## src/rtl/spi_pkg.sv

```systemverilog
// Shared SPI definitions: mode encodings ({cpol,cpha}) and the frame FSM state type.
package spi_pkg;

  localparam logic [1:0] MODE0 = 2'b00;
  localparam logic [1:0] MODE1 = 2'b01;
  localparam logic [1:0] MODE2 = 2'b10;
  localparam logic [1:0] MODE3 = 2'b11;

  typedef enum logic {
    IDLE   = 1'b0,
    ACTIVE = 1'b1
  } spi_state_e;

endpackage

```

## src/rtl/spi_sync_edge.sv

```systemverilog
// N-flop synchroniser with rise/fall pulses taken from the last stage vs. one extra flop.
// Latency: q_o follows d_i after STAGES cycles; edge pulses coincide with the q_o change.
module spi_sync_edge #(
  parameter int STAGES = 2
) (
  input  logic clk_i,
  input  logic rst_i,
  input  logic rst_val_i,
  input  logic d_i,
  output logic q_o,
  output logic rise_o,
  output logic fall_o
);

  logic [STAGES-1:0] sync_q;
  logic              prev_q;

  always_ff @(posedge clk_i) begin
    if (rst_i) begin
      sync_q <= {STAGES{rst_val_i}};
      prev_q <= rst_val_i;
    end else begin
      sync_q <= {sync_q[STAGES-2:0], d_i};
      prev_q <= sync_q[STAGES-1];
    end
  end

  assign q_o    = sync_q[STAGES-1];
  assign rise_o = sync_q[STAGES-1] & ~prev_q;
  assign fall_o = ~sync_q[STAGES-1] & prev_q;

endmodule

```

## src/rtl/spi_slave_core.sv

```systemverilog
// SPI slave on PCLK: all four modes, MSB/LSB first, one-word tx holding buffer, rx word held until accepted.
// Pin-to-sample latency SYNC_STAGES+1 PCLK; a completed word with rx_valid still high is dropped (overrun).
module spi_slave_core
  import spi_pkg::*;
#(
  parameter int DATA_W      = 8,
  parameter int SYNC_STAGES = 2
) (
  input  logic              PCLK,
  input  logic              PRESET,
  input  logic              spi_en,
  input  logic              cpol,
  input  logic              cpha,
  input  logic              lsbfe,
  input  logic              sclk,
  input  logic              ss_n,
  input  logic              mosi,
  output logic              miso,
  output logic              miso_oe,
  input  logic [DATA_W-1:0] tx_data,
  input  logic              tx_valid,
  output logic              tx_ready,
  output logic [DATA_W-1:0] rx_data,
  output logic              rx_valid,
  input  logic              rx_ready,
  output logic              overrun,
  output logic              underrun,
  input  logic              err_clr
);

  localparam int CNT_W = $clog2(DATA_W);
  localparam logic [CNT_W-1:0] LAST_BIT = CNT_W'(DATA_W - 1);

  spi_state_e        state_q;
  logic              cpol_q, cpha_q, lsbfe_q;
  logic [CNT_W-1:0]  bit_cnt_q;
  logic              wrap_q, first_q;
  logic [DATA_W-1:0] tx_sh_q, rx_sh_q;
  logic [DATA_W-1:0] txbuf_q;
  logic              txfull_q;
  logic [DATA_W-1:0] rx_data_q;
  logic              rx_valid_q, overrun_q, underrun_q;
  logic              miso_q, miso_oe_q;
  logic [SYNC_STAGES-1:0] mosi_sync_q;

  logic sclk_s, sclk_rise, sclk_fall;
  logic ss_s, ss_rise, ss_fall;
  logic mosi_s;

  spi_sync_edge #(.STAGES(SYNC_STAGES)) u_sclk_sync (
    .clk_i(PCLK), .rst_i(PRESET), .rst_val_i(cpol), .d_i(sclk),
    .q_o(sclk_s), .rise_o(sclk_rise), .fall_o(sclk_fall)
  );

  spi_sync_edge #(.STAGES(SYNC_STAGES)) u_ss_sync (
    .clk_i(PCLK), .rst_i(PRESET), .rst_val_i(1'b1), .d_i(ss_n),
    .q_o(ss_s), .rise_o(ss_rise), .fall_o(ss_fall)
  );

  always_ff @(posedge PCLK) begin
    if (PRESET) mosi_sync_q <= '0;
    else        mosi_sync_q <= {mosi_sync_q[SYNC_STAGES-2:0], mosi};
  end
  assign mosi_s = mosi_sync_q[SYNC_STAGES-1];

  function automatic logic out_bit(input logic [DATA_W-1:0] w, input logic lsb);
    return lsb ? w[0] : w[DATA_W-1];
  endfunction

  // Lead is the edge leaving the idle level; trail returns to it.
  logic any_edge_c, lead_c, trail_c;
  assign any_edge_c = sclk_rise | sclk_fall;
  assign lead_c     = any_edge_c & (sclk_s != cpol_q);
  assign trail_c    = any_edge_c & (sclk_s == cpol_q);

  logic active_c, entry_c, exit_c, run_c, sample_c, shift_c, word_done_c;
  logic tx_load_c, rx_take_c, ovr_set_c, und_set_c;
  logic [DATA_W-1:0] load_word_d, rx_word_d, tx_shift_d;

  assign active_c    = (state_q == ACTIVE);
  assign entry_c     = !active_c && spi_en && ss_fall;
  assign exit_c      = active_c && (!spi_en || ss_rise);
  assign run_c       = active_c && !exit_c && !ss_s;
  assign sample_c    = run_c && (cpha_q ? trail_c : lead_c);
  assign shift_c     = run_c && (cpha_q ? lead_c : trail_c);
  assign word_done_c = sample_c && (bit_cnt_q == LAST_BIT);

  assign tx_load_c   = entry_c || (shift_c && wrap_q);
  assign load_word_d = txfull_q ? txbuf_q : '1;
  assign tx_shift_d  = lsbfe_q ? {1'b0, tx_sh_q[DATA_W-1:1]} : {tx_sh_q[DATA_W-2:0], 1'b0};
  assign rx_word_d   = lsbfe_q ? {mosi_s, rx_sh_q[DATA_W-1:1]} : {rx_sh_q[DATA_W-2:0], mosi_s};

  // A word completing in the same cycle the consumer drains rx_data is taken, not dropped.
  assign rx_take_c   = word_done_c && (!rx_valid_q || rx_ready);
  assign ovr_set_c   = word_done_c && !rx_take_c;
  assign und_set_c   = tx_load_c && !txfull_q;

  always_ff @(posedge PCLK) begin
    if (PRESET) begin
      state_q    <= IDLE;
      cpol_q     <= 1'b0;
      cpha_q     <= 1'b0;
      lsbfe_q    <= 1'b0;
      bit_cnt_q  <= '0;
      wrap_q     <= 1'b0;
      first_q    <= 1'b0;
      tx_sh_q    <= '0;
      rx_sh_q    <= '0;
      txbuf_q    <= '0;
      txfull_q   <= 1'b0;
      rx_data_q  <= '0;
      rx_valid_q <= 1'b0;
      overrun_q  <= 1'b0;
      underrun_q <= 1'b0;
      miso_q     <= 1'b0;
      miso_oe_q  <= 1'b0;
    end else begin
      // Consume happens first; an offer is only seen while the buffer was already empty.
      if (tx_valid && !txfull_q) begin
        txbuf_q  <= tx_data;
        txfull_q <= 1'b1;
      end else if (tx_load_c) begin
        txfull_q <= 1'b0;
      end

      if (rx_valid_q && rx_ready) rx_valid_q <= 1'b0;
      if (rx_take_c) begin
        rx_data_q  <= rx_word_d;
        rx_valid_q <= 1'b1;
      end

      overrun_q  <= (overrun_q && !err_clr) || ovr_set_c;
      underrun_q <= (underrun_q && !err_clr) || und_set_c;

      case (state_q)
        IDLE: begin
          cpol_q    <= cpol;
          cpha_q    <= cpha;
          lsbfe_q   <= lsbfe;
          miso_q    <= 1'b0;
          miso_oe_q <= 1'b0;
          if (entry_c) begin
            state_q   <= ACTIVE;
            miso_oe_q <= 1'b1;
            bit_cnt_q <= '0;
            wrap_q    <= 1'b0;
            first_q   <= cpha;
            tx_sh_q   <= load_word_d;
            miso_q    <= cpha ? 1'b0 : out_bit(load_word_d, lsbfe);
          end
        end
        ACTIVE: begin
          if (exit_c) begin
            state_q   <= IDLE;
            miso_oe_q <= 1'b0;
            miso_q    <= 1'b0;
          end else begin
            if (sample_c) begin
              rx_sh_q <= rx_word_d;
              if (bit_cnt_q == LAST_BIT) begin
                bit_cnt_q <= '0;
                wrap_q    <= 1'b1;
              end else begin
                bit_cnt_q <= bit_cnt_q + 1'b1;
              end
            end
            if (shift_c) begin
              if (wrap_q) begin
                tx_sh_q <= load_word_d;
                miso_q  <= out_bit(load_word_d, lsbfe_q);
                wrap_q  <= 1'b0;
              end else if (first_q) begin
                miso_q  <= out_bit(tx_sh_q, lsbfe_q);
                first_q <= 1'b0;
              end else begin
                tx_sh_q <= tx_shift_d;
                miso_q  <= out_bit(tx_shift_d, lsbfe_q);
              end
            end
          end
        end
        default: state_q <= IDLE;
      endcase
    end
  end

  assign miso     = miso_q & miso_oe_q;
  assign miso_oe  = miso_oe_q;
  assign tx_ready = !txfull_q;
  assign rx_data  = rx_data_q;
  assign rx_valid = rx_valid_q;
  assign overrun  = overrun_q;
  assign underrun = underrun_q;

endmodule

```

## config.mk

```make
export PLATFORM = sky130hd
export DESIGN_NAME = spi_slave_core
export DESIGN_NICKNAME = d
export VERILOG_FILES = /design/src/rtl/spi_pkg.sv /design/src/rtl/spi_sync_edge.sv /design/src/rtl/spi_slave_core.sv
export SDC_FILE = /design/constraint.sdc
export NUM_CORES = 1
export LEC_CHECK = 0
export ABC_CLOCK_PERIOD_IN_PS = 1800
export BUFFER_PORTS_ARGS = -buffer_cell sky130_fd_sc_hd__buf_2
export CAP_MARGIN = 25
export CORE_UTILIZATION = 55
export DETAILED_ROUTE_END_ITERATION = 6
export GPL_TIMING_DRIVEN = 0
export PLACE_DENSITY = 0.77
export SKIP_LAST_GASP = 1
export SLEW_MARGIN = 5
export SYNTH_ARGS = -nofsm -noshare
export SYNTH_HDL_FRONTEND = slang
export SYNTH_HIERARCHICAL = 1
export SYNTH_SLANG_ARGS = --single-unit
```

## constraint.sdc

```tcl
create_clock -name PCLK -period 1.8 [get_ports PCLK]
set_input_delay 0 -clock PCLK [delete_from_list [all_inputs] [get_ports PCLK]]
set_output_delay 0 -clock PCLK [all_outputs]
set_load 0.05 [all_outputs]
```

## Word-level counts from Yosys, hierarchy flattened

Index checks and enable logic that the tools add are counted.

- Bits of input ports: 20
- Output and inout bits: 14
- Register bits after elaboration: 55
- Word-level logic and storage cells: 134

- Equal/unequal tests: 11
- Muxes and demuxes: 50
- Reductions and logical operators: 36
- Bitwise operators: 14
- Add/subtract/negate cells: 1

Operators by type and width:

| operator | count |
|---|---|
| $mux W8 | 8 |
| $mux W1 | 30 |
| $logic_and A1 B1 Y1 | 16 |
| $pmux W8 S2 | 1 |
| $mux W3 | 4 |
| $pmux W1 S2 | 5 |
| $logic_not A1 Y1 | 8 |
| $reduce_and A4 Y1 | 2 |
| $and A1 B1 Y1 | 7 |
| $ne A2 B1 Y1 const B | 3 |
| $ne A2 B2 Y1 const B | 3 |
| $not A1 Y1 | 6 |
| $pmux W3 S2 | 1 |
| $reduce_and A3 Y1 | 2 |
| $logic_or A1 B1 Y1 | 5 |
| $reduce_bool A2 Y1 | 2 |
| $add A3 B1 Y3 const B | 1 |
| $eq A3 B3 Y1 const B | 1 |
| $ne A3 B1 Y1 const B | 1 |
| $ne A3 B3 Y1 const B | 1 |
| $mux W2 | 1 |
| $reduce_and A2 Y1 | 1 |
| $eq A1 B1 Y1 | 1 |
| $ne A1 B1 Y1 | 1 |
| $or A1 B1 Y1 | 1 |

## Logic depth before layout (Yosys ltp)

Gate-level depths: netlist (run 1).

- Word-level depth: 13
- Gate-level depth with buffers: 7
- Depth with buffers taken out: 5

## By module

Netlist (run 1), hierarchy kept.

By module, submodules not included:

| module | times used | seq. area each (um2) | cells an instance | area an instance (um2) |
|---|---|---|---|---|
| spi_slave_core | 1 | 980.9 | 238 | 2,303.5 |
| spi_sync_edge | 2 | 60.1 | 8 | 106.4 |

## Worst setup path after synthesis (run 1)

OpenSTA, ideal clock, no wires.

- Path type: reg-to-reg
- From: register rx_valid_q, in the netlist rx_valid
- To: register rx_data_q[0], in the netlist rx_data[0]
- Required time: 1,720 ps
- Clock period less this slack: 1,645 ps
- Setup slack: 155 ps
- Arrival: 1,566 ps
- Stages on the path, launching flop included: 7
- Library setup time: 80 ps
- Path buffers: 2
- Cell sequence: dfxtp_1 -> nand2b_1 -> and2_1 -> buf_2 -> and2_4 -> buf_6 -> a211oi_2

- Longest elaborated chain between the ends: 3

Ends and longest elaborated chain:

| element | line | source |
|---|---|---|
| start: declaration | spi_slave_core.sv:42 | `logic rx_valid_q, overrun_q, underrun_q;` |
| start signal: assignment | spi_slave_core.sv:112 | `rx_valid_q <= 1'b0;` |
| start signal: assignment | spi_slave_core.sv:126 | `if (rx_valid_q && rx_ready) rx_valid_q <= 1'b0;` |
| start signal: assignment | spi_slave_core.sv:129 | `rx_valid_q <= 1'b1;` |
| $logic_not A1 Y1 | spi_slave_core.sv:94 | `assign rx_take_c = word_done_c && (!rx_valid_q \|\| rx_ready);` |
| $logic_or A1 B1 Y1 | spi_slave_core.sv:94 |  |
| $logic_and A1 B1 Y1 | spi_slave_core.sv:94 |  |
| end signal: assignment | spi_slave_core.sv:128 | `rx_data_q <= rx_word_d;` |
| end: declaration | spi_slave_core.sv:41 | `logic [DATA_W-1:0] rx_data_q;` |

Every way passes these cells.
A chain may end at the register's enable or synchronous reset.

## Worst setup path in the final report (run 1)

- From: register u_sclk_sync.sync_q[1]
- To: register tx_sh_q[3]

- Longest elaborated chain between the ends: 8
- Elaborated cells on any way between the ends: 12
- Classes of those cells: eq/ne (3); mux (1); bitwise (6); reduce/logical (2)

Ends and longest elaborated chain:

| element | line | source |
|---|---|---|
| start: declaration | spi_sync_edge.sv:15 | `logic [STAGES-1:0] sync_q;` |
| start signal: assignment | spi_sync_edge.sv:20 | `sync_q <= {STAGES{rst_val_i}};` |
| start signal: assignment | spi_sync_edge.sv:23 | `sync_q <= {sync_q[STAGES-2:0], d_i};` |
| $not A1 Y1 | spi_sync_edge.sv:30 | `assign fall_o = ~sync_q[STAGES-1] & prev_q;` |
| $and A1 B1 Y1 | spi_sync_edge.sv:30 |  |
| $or A1 B1 Y1 | spi_slave_core.sv:72 | `assign any_edge_c = sclk_rise \| sclk_fall;` |
| $and A1 B1 Y1, on equally long branches | spi_slave_core.sv:74, spi_slave_core.sv:73 |  |
| $mux W1 (*) | spi_slave_core.sv:85 | `assign shift_c = run_c && (cpha_q ? lead_c : trail_c);` |
| $logic_and A1 B1 Y1 (*) | spi_slave_core.sv:85 |  |
| $ne A2 B1 Y1 (no source line) (*) | n/a |  |
| $reduce_and A4 Y1 (no source line) (*) | n/a |  |
| end signal: assignment | spi_slave_core.sv:148 | `tx_sh_q <= load_word_d;` |
| end signal: assignment | spi_slave_core.sv:169 | `tx_sh_q <= load_word_d;` |
| end signal: assignment | spi_slave_core.sv:176 | `tx_sh_q <= tx_shift_d;` |
| end: declaration | spi_slave_core.sv:38 | `logic [DATA_W-1:0] tx_sh_q, rx_sh_q;` |

Every way passes the cells marked *; elsewhere a longest branch is shown, timed or not.

==> impl_metrics.ini, run 1 <==
[critical_path]
path_max_fanout = 8
r2r-start = u_sclk_sync/sync_q[1]
required_ps = 2040
startpoint = u_sclk_sync/sync_q[1]
critPathKind = flip-flop to flip-flop
critPathArrivalTime_ps = 1990
startpoint_type = flip-flop
end_kind = flip-flop

[synthesis]
synthDominantAreaCellType = dfxtp_1
synth_most_common_cell = dfxtp_1
yosys-top-cells-area = dfxtp_1, mux2i_1, a211oi_2
syn_avg_cell_area_um2 = 9.91
dominantRegCellSynth = dfxtp_1
synth.top_cell.area_share = 0.438
synthArstFlopShare = 0
synth-seq-cells = 55
ys_types = 39
netlist_top_cells_count = dfxtp_1, mux2i_1, nor2_1
syn_inst = 254
synth-edff-count = 0
synth_area_um2 = 2520
seq_area_frac_synth = 0.438
ys_warn_count = 6

[grt]
use_met1 = 0.332
grt_overflow_total = 0
antenna_found_initial = 0
grt_usage = 0.247
grt_use_met3 = 0.0523
globalRoute.busiestLayer = met2
first_global_vias = 2023
grt_max_degree = 17
grtUsageMet2 = 0.406
grt_pass1_wl_um = 9470

[power_and_ir_drop]
power.density_nw_per_um2 = 763
peakVddDrop_mv = 0.523
p_leak_nw = 1.22

[sta]
rsz0062_at_grt = true
maxSlewViolCount = 0
hold_viol_final = 0
fin_skew_ps = 8.12
slew_headroom = 0.590
fin_crit_sh = 0.974
worstMarginPinSlew_ps = 615
max_freq_mhz = 570
period_minus_slack_ps = 1750
hold_ws_ps = 22.5
setup_viol = 0

[floorplan]
rows = 24
dieHeight_um = 69.6
coreArea_um2 = 4380
die_w_um = 69.6
start_util = 0.574
ios = 34
die_area_um2 = 4850

[finish]
fill_cells = 348
area_growth_pct = 21.3
regArea_um2 = 1100
fin_cells = 368
final_nets = 337
final_area_um2 = 3050
diodes = 0
multi_input_comb_area_um2 = 1310
layout-drive-gt1-share = 0.241

[drt]
vias_per_cell = 5.67
drt-total-wl_um = 5800
ant_nets = 0
first_pass_iters = 4
routedWlPerCell_um = 15.8
drt_iter0_markers = 79
drcViolationCount = 0
vias = 2085

[placed_design]
io_buffers = 33
dp_hpwl_um = 3920
dp.cells = 341
placed_cell_area_um2 = 2750
gp_congestion = 0.788

[clock_tree]
clk_latency_ps = 310
cts-root-buf = clkbuf_8
cts_tree = yes
cts_buffers = 5
h-tree-depth = 2
clkTransAtPathRegs_ps = 100
cts_buffer_depth = 2
clock_sinks = 55

[min_path]
hold_class = input port to flip-flop
hp-start = spi_en

[run]
max-cap-violations = 0

[outcome]
status = completed
[area by class of cell]
class | instances | area share
buffer | 17 | 0.0361
clock buffer | 6 | 0.0238
clock inverter | 2 | 0.00410
inverter | 4 | 0.00492
multi-input combinational | 180 | 0.430
sequential | 55 | 0.361
tap | 52 | 0.0213
timing repair buffer | 52 | 0.119
[kinds of logic after synthesis]
logic type               count (synthesis)  synth area share
flip-flops                              55             0.438
other                                    1           0.00149
multiplexers                            42             0.170
buffers and inverters                   21            0.0497
XOR/XNOR                                 1           0.00945
adder cells (fa/ha/maj)                  2           0.00994
AND/OR/NAND/NOR                         80             0.152
AO/OA/AOI/OAI                           52             0.170
[repair_timing]
item | 4_1_cts | 5_1_grt
gates resized for setup | 2 | 5
gates cloned | 0 | 0
pin swaps | 0 | 1
hold buffers | 17 | 0
buffers inserted | 0 | 2
hold endpoints to repair | 17 | 0
setup endpoints to repair | 12 | 12
[critical path, cell delays in order (launching register included)]
cell,delay (ps)
dfxtp_2,360
xnor3_2,460
buf_4,160
and2_1,180
a21oi_4,160
buf_12,150
mux2i_1,200
[cell usage in the layout (no fill, tap or decap), types with 2 or more instances in the layout]
master	instances
nand4_1	2
nand2_1	23
inv_1	3
a211oi_1	11
a211oi_2	8
buf_2	37
clkbuf_8	5
nand3_1	4
buf_6	4
a21oi_1	12
and2_1	3
mux2_2	6
dfxtp_1	53
nor2b_1	8
dlygate4sd3_1	17
conb_1	3
nand3b_1	3
dfxtp_2	2
nor3_1	3
nor2_1	25
and3b_1	2
clkbuf_1	9
mux2i_1	36
o311ai_0	10
nand2b_1	3
[path summary, 6_finish.rpt]
kind	endpoint	slack, ps	depth (start not counted)
setup / recovery	tx_sh_q[3]	50	6
hold / removal	first_q	20	3
setup reg to reg	tx_sh_q[3]	50	6
hold reg to reg	mosi_sync_q[1]	450	1
[stage by stage]
step / power, mW / setup TNS [ps] / setup WS, ps / utilization
2_1_floorplan: 1.53 / 0 / 155 / -
3_3_place_gp: 1.61 / -322 / -42.2 / 0.628
5_1_grt: 2.41 / -23.6 / -13.9 / 0.696
6_report: 2.33 / 0 / 47.1 / 0.696
4_1_cts: 2.31 / 0 / 24.0 / 0.687
3_5_place_dp: 1.61 / -399 / -87.1 / 0.628
[registers in the layout, summed over array words and instances, names as in the netlist, 2 cells and up]
name	count
bit_cnt_q	3
mosi_sync_q	2
rx_data	8
rx_sh_q	8
tx_sh_q	8
txbuf_q	8
u_sclk_sync/sync_q	2
u_ss_sync/sync_q	2
[report_power, final]
group          switching [mW]  leakage, nW  total [mW]  internal [mW]
clock network           0.414       0.0412       0.687          0.273
registers              0.0404        0.449        1.31           1.27
logic                   0.171        0.732       0.334          0.163
total                   0.625         1.22        2.33           1.71
[routing by layer]
layer / routed length, µm / part of all wire / up-vias
li1: - / - / 1036
met1: 2720 / 0.47 / 998
met2: 2780 / 0.48 / 45
met3: 241 / 0.042 / 6
met4: 52 / 0.0090 / 0
met5: 0 / 0 / -
(Power assumes the default switching activity.)
==> run 2: changes to the inputs <==
--- a/config.mk
+++ b/config.mk
@@ -5,7 +5,7 @@
 export SDC_FILE = /design/constraint.sdc
 export NUM_CORES = 1
 export LEC_CHECK = 0
-export ABC_CLOCK_PERIOD_IN_PS = 1800
+export ABC_CLOCK_PERIOD_IN_PS = 2200
 export BUFFER_PORTS_ARGS = -buffer_cell sky130_fd_sc_hd__buf_2
 export CAP_MARGIN = 25
 export CORE_UTILIZATION = 55
==> constraint.sdc (replaced) <==
create_clock -name PCLK -period 2.2 [get_ports PCLK]
set_input_delay 0 -clock PCLK [delete_from_list [all_inputs] [get_ports PCLK]]
set_output_delay 0 -clock PCLK [all_outputs]
set_load 0.05 [all_outputs]
==> run 2 against run 1 <==
Effect of this change: global-route usage is 0.15 points lower; setup slack better by 190 ps; clock power is 18% lower; largest power group unchanged; non-clock buffer count is 2 lower; clock skew hardly changed; hold slack worse by 15 ps; sequential cell count stayed put; register-to-register slack better by 190 ps; largest cell class unchanged.
==> impl_metrics.ini, run 2 (same netlist as run 1, synthesis figures left out) <==
[outcome]
status = completed

[clock_tree]
cts_buffers = 5
cts_tree = yes
h-tree-depth = 2
clock_sinks = 55
cts-root-buf = clkbuf_8
clk_latency_ps = 310
cts_buffer_depth = 2
clkTransAtPathRegs_ps = 100
cts_resized = 0

[placed_design]
gp_congestion = 0.788
pre_cts_ws_ps = 313
io_buffers = 33
dp_hpwl_um = 3920
dp.cells = 341

[finish]
final_nets = 335
final_util = 0.686
regArea_um2 = 1100
diodes = 0
layout-drive-gt1-share = 0.220
layout_commonest_cell = dfxtp_1
fin_cells = 366
area_growth_pct = 19.6
multi_input_comb_area_um2 = 1300
final_cell_mix = dfxtp_1, buf_2, mux2i_1
fill_cells = 352

[sta]
finalSetupTns_ps = 0
setup_viol = 0
fin_skew_ps = 8.07
maxSlewViolCount = 0
fin_crit_sh = 0.893
fin_ws_ps = 236
rsz0062_at_grt = false
hold_viol_final = 0
worstMarginPinSlew_ps = 667
slew_headroom = 0.550
max_freq_mhz = 509
period_minus_slack_ps = 1960
hold_ws_ps = 7.46

[drt]
routedWlPerCell_um = 15.6
vias_per_cell = 5.62
first_pass_iters = 4
vias = 2058
ant_nets = 0
drt-total-wl_um = 5700
drcViolationCount = 0
drt_iter0_markers = 76

[floorplan]
rows = 24
ios = 34
die_area_um2 = 4850
die_w_um = 69.6
start_util = 0.574
coreArea_um2 = 4380
dieHeight_um = 69.6

[grt]
antenna_found_initial = 0
grt_use_met3 = 0.0523
globalRoute.busiestLayer = met2
grt_pass1_wl_um = 9420
first_global_vias = 2019
grt_max_degree = 17
grt_usage = 0.245
grtUsageMet2 = 0.405
grt_overflow_total = 0
use_met1 = 0.328

[critical_path]
crit_path_end = tx_sh_q[3]
end_kind = flip-flop
path_max_fanout = 8
startpoint = u_ss_sync/prev_q
startpoint_type = flip-flop
reg2regPathDepth = 5
r2r-end = tx_sh_q[3]
required_ps = 2440
critPathArrivalTime_ps = 2200
r2r_slack_ps = 240
r2r-start = u_ss_sync/prev_q
critPathKind = flip-flop to flip-flop

[power_and_ir_drop]
p_int_mw = 1.38
switching_share = 0.268
switchingPower_uw = 506
pwr-share-clk = 0.298
seqPwrFrac = 0.566
power.density_nw_per_um2 = 627
peakVddDrop_mv = 0.428
p_leak_nw = 1.21
combPwrFrac = 0.136

[run]
max-cap-violations = 0

[min_path]
hold_class = input port to flip-flop
run 2: changes by cell type in the layout (fill, tap and decap cells not counted), sizes merged:
| cell | change |
|---|---|
| buf | -2 |
run 2: cell type report:
type,count,area share
clock buffers,6,0.0241
repair buffers,50,0.111
flip-flops and latches,55,0.366
plain buffers,17,0.0366
clock inverters,2,0.00416
inverters,4,0.00499
well taps,52,0.0216
multi-input cells,180,0.431
run 2: what timing repair did:
action	4_1_cts	5_1_grt
hold buffers	17	0
endpoints found under the setup margin	0	0
endpoints found under the hold margin	17	0
buffers inserted	0	0
run 2: how the worst min path moves through the flow:
stage | startpoint | end | slack (ps) | cells past startpoint
3_3_place_gp | err_clr | underrun | 210 | 2
5_1_grt | rx_ready | overrun | 60 | 3
2_1_floorplan | err_clr | underrun | 100 | 1
6_report | spi_en | first_q | 7 | 3
3_5_place_dp | mosi | mosi_sync_q[0] | 220 | 2
4_1_cts | spi_en | first_q | 4 | 3
run 2: routing by layer:
metal,vias up,routed length (µm)
met5,-,0
met4,0,55
met3,7,234
met2,41,2640
met1,983,2770
li1,1027,-
run 2: metrics by stage:
stage               cell area, µm²  total power, mW
global route                  3010             1.95
CTS                           3010             1.89
detailed placement            2750             1.32
floorplan                     2520             1.25
finish                        3010             1.89
global placement              2750             1.31
run 2: worst max-delay path, cell delays in order (launching register included):
cell,delay [ps]
dfxtp_1,330
nor2b_1,160
o21ai_0,550
nor3_1,180
a21oi_4,420
mux2i_1,250
run 2: power groups by stage:
stage | clock network (mW) | logic, mW | registers [mW]
2_1_floorplan | 0 | 0.166 | 1.08
3_3_place_gp | 0 | 0.225 | 1.09
3_5_place_dp | 0 | 0.229 | 1.09
4_1_cts | 0.567 | 0.255 | 1.07
5_1_grt | 0.596 | 0.281 | 1.07
6_report | 0.562 | 0.258 | 1.07
